$ cat config.mk
export PLATFORM = sky130hd
export DESIGN_NAME = bit_serial_mac_mult
export DESIGN_NICKNAME = d
export VERILOG_FILES = /design/src/rtl/bit_serial_mac_mult.sv
export SDC_FILE = /design/constraint.sdc
export NUM_CORES = 1
export LEC_CHECK = 0
export BUFFER_PORTS_ARGS = -buffer_cell sky130_fd_sc_hd__buf_4
export CORE_UTILIZATION = 31
export DETAILED_ROUTE_END_ITERATION = 10
export PLACE_DENSITY = 0.49
export SYNTH_ARGS = -nofsm -noshare
export SYNTH_HDL_FRONTEND = slang
export SYNTH_SLANG_ARGS = --single-unit
$ cat constraint.sdc
create_clock -name clk -period 5.9 [get_ports clk]
set_input_delay 0.885 -clock clk [delete_from_list [all_inputs] [get_ports clk]]
set_output_delay 0.885 -clock clk [all_outputs]
set_load 0.01 [all_outputs]
$ cat src/rtl/bit_serial_mac_mult.sv
// Bit-serial sign-magnitude neuron x weight multiplier with start/busy/out_valid handshake.
// Optional build macro MULT_ROUND_EN selects round-half-up instead of truncation.
module bit_serial_mac_mult #(
  parameter int DATA_W   = 16,
  parameter int INT_W    = 5,
  parameter int FRAC_W   = 10,
  parameter int WEIGHT_W = 16,
  parameter int WFRAC_W  = 10
) (
  input  logic              clk,
  input  logic              reset,
  input  logic              start,
  input  logic [DATA_W-1:0] neuron_in,
  input  logic              weight_bit,
  output logic              busy,
  output logic              out_valid,
  output logic [DATA_W-1:0] out,
  output logic              overflow
);

  localparam int MAG_W  = DATA_W - 1;
  localparam int WMAG_W = WEIGHT_W - 1;
  localparam int ACC_W  = MAG_W + WMAG_W;
  localparam int SUM_W  = ACC_W + 1;
  localparam int RES_W  = SUM_W - WFRAC_W;
  localparam int RMAG_W = INT_W + FRAC_W;
  localparam int CNT_W  = $clog2(WEIGHT_W);
  localparam logic [CNT_W-1:0] CNT_LAST = CNT_W'(WEIGHT_W - 2);

  typedef enum logic [1:0] {IDLE, SHIFT, ROUND} state_t;

  state_t             state;
  logic [MAG_W-1:0]   mag_r;
  logic               sign_r;
  logic [ACC_W-1:0]   acc;
  logic [CNT_W-1:0]   cnt;

  logic [SUM_W-1:0]   sum;
  logic [RES_W-1:0]   res_full;
  logic               sat;
  logic [RMAG_W-1:0]  res_mag;
  logic               res_sign;

  // Extra top bit of sum captures the rounding carry so it reaches the saturation check.
  always_comb begin
    sum = {1'b0, acc};
`ifdef MULT_ROUND_EN
    sum = sum + (SUM_W'(1) << (WFRAC_W - 1));
`endif
    res_full = RES_W'(sum >> WFRAC_W);
    sat      = |res_full[RES_W-1:RMAG_W];
    res_mag  = sat ? '1 : res_full[RMAG_W-1:0];
    res_sign = sign_r & (|res_mag);
  end

  always_ff @(posedge clk) begin
    if (!reset) begin
      state     <= IDLE;
      mag_r     <= '0;
      sign_r    <= 1'b0;
      acc       <= '0;
      cnt       <= '0;
      busy      <= 1'b0;
      out_valid <= 1'b0;
      out       <= '0;
      overflow  <= 1'b0;
    end else begin
      out_valid <= 1'b0;
      case (state)
        IDLE: begin
          if (start) begin
            mag_r  <= neuron_in[MAG_W-1:0];
            sign_r <= neuron_in[DATA_W-1] ^ weight_bit;
            acc    <= '0;
            cnt    <= '0;
            busy   <= 1'b1;
            state  <= SHIFT;
          end
        end
        SHIFT: begin
          acc <= (acc << 1) + (weight_bit ? ACC_W'(mag_r) : '0);
          cnt <= cnt + 1'b1;
          if (cnt == CNT_LAST) state <= ROUND;
        end
        ROUND: begin
          out       <= {res_sign, res_mag};
          overflow  <= sat;
          out_valid <= 1'b1;
          busy      <= 1'b0;
          state     <= IDLE;
        end
        default: state <= IDLE;
      endcase
    end
  end

endmodule

Yosys cells after proc, flatten, opt, wreduce, memory -nomap -nowiden
Cells that the tools add are included.
{"block": "classes", "mux": 12, "reduce_logical": 9, "bitwise_logic": 2, "n_addsub": 2, "eq_ne": 5}
{"op": "one-hot mux 30 bit (2 select lines)", "count": 1}
{"op": "adder 30 x 15 -> 30 bit", "count": 1}
{"op": "2-to-1 mux 15 bit", "count": 2}
{"op": "2-to-1 mux 30 bit", "count": 1}
{"op": "OR reduction 15 bit", "count": 1}
{"op": "one-hot mux 4 bit (2 select lines)", "count": 1}
{"op": "AND reduction 2 bit", "count": 4}
{"op": "OR reduction 5 bit", "count": 1}
{"op": "adder 4 x 1 -> 4 bit (second input constant)", "count": 1}
{"op": "== test 4 bit (second input constant)", "count": 1}
{"op": "2-to-1 mux 2 bit", "count": 2}
{"op": "2-to-1 mux 4 bit", "count": 1}
{"op": "inequality test 2 bit (second input constant)", "count": 2}
{"op": "one-hot mux 2 bit (2 select lines)", "count": 1}
{"op": "nonzero test 2 bit", "count": 2}
{"op": "== test 2 x 1 -> 1 bit (second input constant)", "count": 1}
{"op": "== test 2 bit (second input constant)", "count": 1}
{"op": "logical NOT 2 bit", "count": 1}
{"op": "2-to-1 mux 1 bit", "count": 2}
{"op": "one-hot mux 1 bit (2 select lines)", "count": 1}
{"op": "bitwise AND 1 bit", "count": 1}
{"op": "XOR 1 bit", "count": 1}
{"block": "word_totals", "inputBits": 20, "ff_bits": 71, "output_inout_bits": 19}

Depth between registers and ports, before layout
{"block": "logic_depth", "ltp_word": 4, "mapped_depth": 12, "mapped_depth_nobuf": 11}

Worst setup path after synthesis
No wires, ideal clock.
{"block": "synth_path", "kind": "input port to flip-flop", "start": "input port weight_bit", "end": "register acc[29]", "setup_ps": 127, "arrival_time_ps": 2904, "stages": 12, "setup_slack_ps": 2869, "path_cell_list": "clkbuf_1 and2_1 ha_1 inv_1 fa_1 and2b_1 o2111ai_1 a31oi_2 nor3_4 nor4_4 xnor2_1 o21ai_1"}
{"block": "synth_between", "elab_chain_len": 3}
{"element": "start: declaration", "line": "14", "rtl": "input logic weight_bit,"}
{"element": "2-to-1 mux 15 bit", "line": "81", "rtl": "acc <= (acc << 1) + (weight_bit ? ACC_W'(mag_r) : '0);"}
{"element": "adder 30 x 15 -> 30 bit", "line": "81"}
{"element": "one-hot mux 30 bit (2 select lines)", "line": "69", "rtl": "case (state)"}
{"element": "end signal: assignment", "line": "81"}
{"element": "end: declaration", "line": "35", "rtl": "logic [ACC_W-1:0] acc;"}
Every way passes these cells.
A chain may end at the register's enable or synchronous reset.

Worst setup path in the final report
Same ends and word-level chain as after synthesis.

==> impl_metrics.csv <==
group,metric,value,unit
status,status,"finished clean",
route,wl_per_cell,12.95,µm
route,route.detailed.drc,0,
timing,hold_viol,0,
worst_setup_path,start_kind,"input port",
timing,worstMarginPinSlew,1.086,ns
floorplan,die_w,110.2,µm
floorplan,initial_core_util,0.3180,
worst_setup_path,crit_arrival,3.05,ns
placement,gp_congestion,0.8263,
floorplan,die_h,110.2,µm
worst_hold_path,hold_depth,2,
route,drtAntennaViolNets,0,
timing,rsz0062_at_grt,"no",
worst_setup_path,r2r-end,"acc[29]$_SDFFE_PN0P_",
worst_setup_path,worstSetupPathType,"input port to flip-flop",
global_route,grt_first_pass_wirelength,13940,µm
route,top_layer,"met4",
synthesis,avgSynthCellArea,8.069,µm²
route,met3_length,199,µm
synthesis,synthCells,450,
placement,dp_hpwl,5665,µm
finish,antenna_cells,0,
route,wl_met1,4094,µm
timing,clock-skew-final,0.008072,ns
finish,area_delta_synth_final,20.54,%
route,routed_via_density,4.825,
synthesis,ys.flop_type,"dfxtp_1",
synthesis,ys_warn_count,0,
timing,finalCriticalPeriod,2.857,ns
worst_setup_path,cp-end-kind,"flip-flop",
synthesis,post_synth_num_cell_types,47,
worst_hold_path,hold_class,"flip-flop to flip-flop",
timing,maxSlewHeadroom,0.2763,
timing,clock.fmax,350.0,MHz
finish,drive_above_1_share,0.1399,
route,dr_wl_met2,3662,µm
worst_setup_path,timing.rr.start,"mag_r[1]$_SDFFE_PN0P_",
clock_tree,cts_tree,"yes",
route,num_vias,3035,
floorplan,ios,39,
worst_setup_path,r2r_slack,3.44,ns
route,drt_wl_total,8144,µm
clock_tree,cts.htree.levels,3,
global_route,grt_max_degree,35,
clock_tree,cts_hold_buf,0,
synthesis,yosys.area.top_type,"dfxtp_1",
synthesis,netlist_top_cells_area,"dfxtp_1, nand2_1, ha_1, o21ai_0, a21boi_0",
synthesis,yosysTopAreaCellShare,0.3915,
worst_hold_path,hp-start,"out[13]$_SDFFE_PN0P_",
route,first_pass_iters,4,
clock_tree,numClockSinks,71,
synthesis,synth_seq_cells,71,
timing,fin_setup_tns,0,ns
clock_tree,cts_resized,0,
finish,stdcell_area,4377,µm²
global_route,grt_usage,0.1495,
clock_tree,insertion_delay,0.34,ns
timing,hold-worst-slack,0.4356,ns
placement,io_buffers,38,
power_and_ir_drop,p_per_area,270.5,nW/µm²
power_and_ir_drop,ir_drop,0.1384,mV
floorplan,die_area,12150,µm²
worst_setup_path,cp_max_fo,16,
clock_tree,clockBufferDepth,2,
finish,fin_nets,518,
global_route,grt_pass1_vias,2839,
timing,min_period_over_period,0.4842,
synthesis,synth.most_common_cell,"nand2_1",
synthesis,synthTopCellsByCount,"nand2_1, dfxtp_1, o21ai_0",
clock_tree,clk_pin_slew,0.05,ns
synthesis,async_reset_ff_frac,0,
floorplan,rows,39,
clock_tree,post_cts_buffers,0,
worst_setup_path,rr_worst_depth,11,
power_and_ir_drop,power_leakage,1.833,nW
route,first_iter_violations,82,
clock_tree,root_buffer,"clkbuf_16",
synthesis,ys_seq_area_frac,0.3915,
synthesis,syn-num-nets,487,
floorplan,core,11420,µm²
synthesis,synth_area,3631,µm²
timing,setup_violations,0,
global_route,antenna_found_initial,0,
global_route,grt-ovfl-total,0,
synthesis,synth_edf_count,0,
worst_setup_path,crit_required,6.09,ns
flow_run,max_cap_viol_count,0,
clock_tree,cts_made_buffers,9,
placement,post_dp_cell_area,4034,µm²
worst_hold_path,hold_end,"out[13]$_SDFFE_PN0P_",
timing,maxSlewViolCount,0,
## cell usage in the layout (no fill, tap or decap), types with 4 or more instances in the layout
| cell type | count |
|---|---|
| nand3_1 | 25 |
| nor3_1 | 7 |
| inv_1 | 10 |
| buf_4 | 40 |
| o21ai_1 | 16 |
| nand2_1 | 101 |
| nor2_1 | 18 |
| dfxtp_1 | 71 |
| a21oi_1 | 7 |
| clkbuf_16 | 9 |
| nor2b_1 | 4 |
| xnor2_1 | 13 |
| a21o_1 | 5 |
| a21boi_0 | 20 |
| and3_1 | 8 |
| and2_1 | 22 |
| o21a_1 | 4 |
| ha_1 | 16 |
| o21ai_0 | 35 |
| xor2_1 | 10 |
## worst max path at each step
stage | cells past startpoint | startpoint | end
after detailed placement | 12 | weight_bit | acc[29]$_SDFFE_PN0P_
after global placement | 12 | weight_bit | acc[25]$_SDFFE_PN0P_
after CTS | 12 | weight_bit | acc[29]$_SDFFE_PN0P_
after floorplan | 12 | weight_bit | acc[29]$_SDFFE_PN0P_
final | 12 | weight_bit | acc[29]$_SDFFE_PN0P_
after global routing | 12 | weight_bit | acc[29]$_SDFFE_PN0P_
## where the power goes
group          internal, mW  switching [mW]
combinational        0.0281          0.0445
clock                 0.405           0.210
sequential            0.490         0.00609
total                 0.923           0.261
## metrics by stage
step	utilization	cells	power, mW	setup slack [ns]
2_1_floorplan	-	450	0.5535	2.869
3_3_place_gp	0.3533	613	0.5798	2.747
3_5_place_dp	0.3533	613	0.5806	2.690
4_1_cts	0.3833	629	1.199	3.038
5_1_grt	0.3833	629	1.229	2.863
6_report	0.3833	629	1.184	3.043
## sequential cells by signal, indices dropped and copies added, names as in the netlist
signal and cells:
state 2, out_valid 1, cnt 4, sign_r 1
mag_r 15, out 16, busy 1, acc 30
overflow 1
## layer usage
metal  track usage  up-vias
li1              -     1607
met1        0.1925     1373
met2        0.2406       43
met3       0.02293       12
met4       0.07895        0
met5             0        -
## worst max-delay path: stages
cell	delay [ns]
buf_4	0.16
and2_1	0.14
ha_1	0.16
inv_1	0.05
fa_1	0.37
and2b_1	0.26
o2111ai_1	0.17
a31oi_2	0.28
nor3_4	0.10
nor4_4	0.23
xnor2_1	0.15
o21ai_1	0.08
## kinds of logic after synthesis
family / synth area share
flops: 0.3915
compound gates: 0.2050
buf+inv: 0.03136
simple gates: 0.2560
xor+xnor: 0.05548
fa+ha+maj: 0.06065
## final cells by class
cell class | instances | area [µm²]
clock buffers | 12 | 266.5
well taps | 143 | 178.9
inverters | 10 | 37.54
fillers | 1228 | 7042
multi-input cells | 349 | 2096
repair buffers | 40 | 300.3
clock inverters | 4 | 76.32
flip-flops and latches | 71 | 1421
Power figures use the tool's default switching activity.
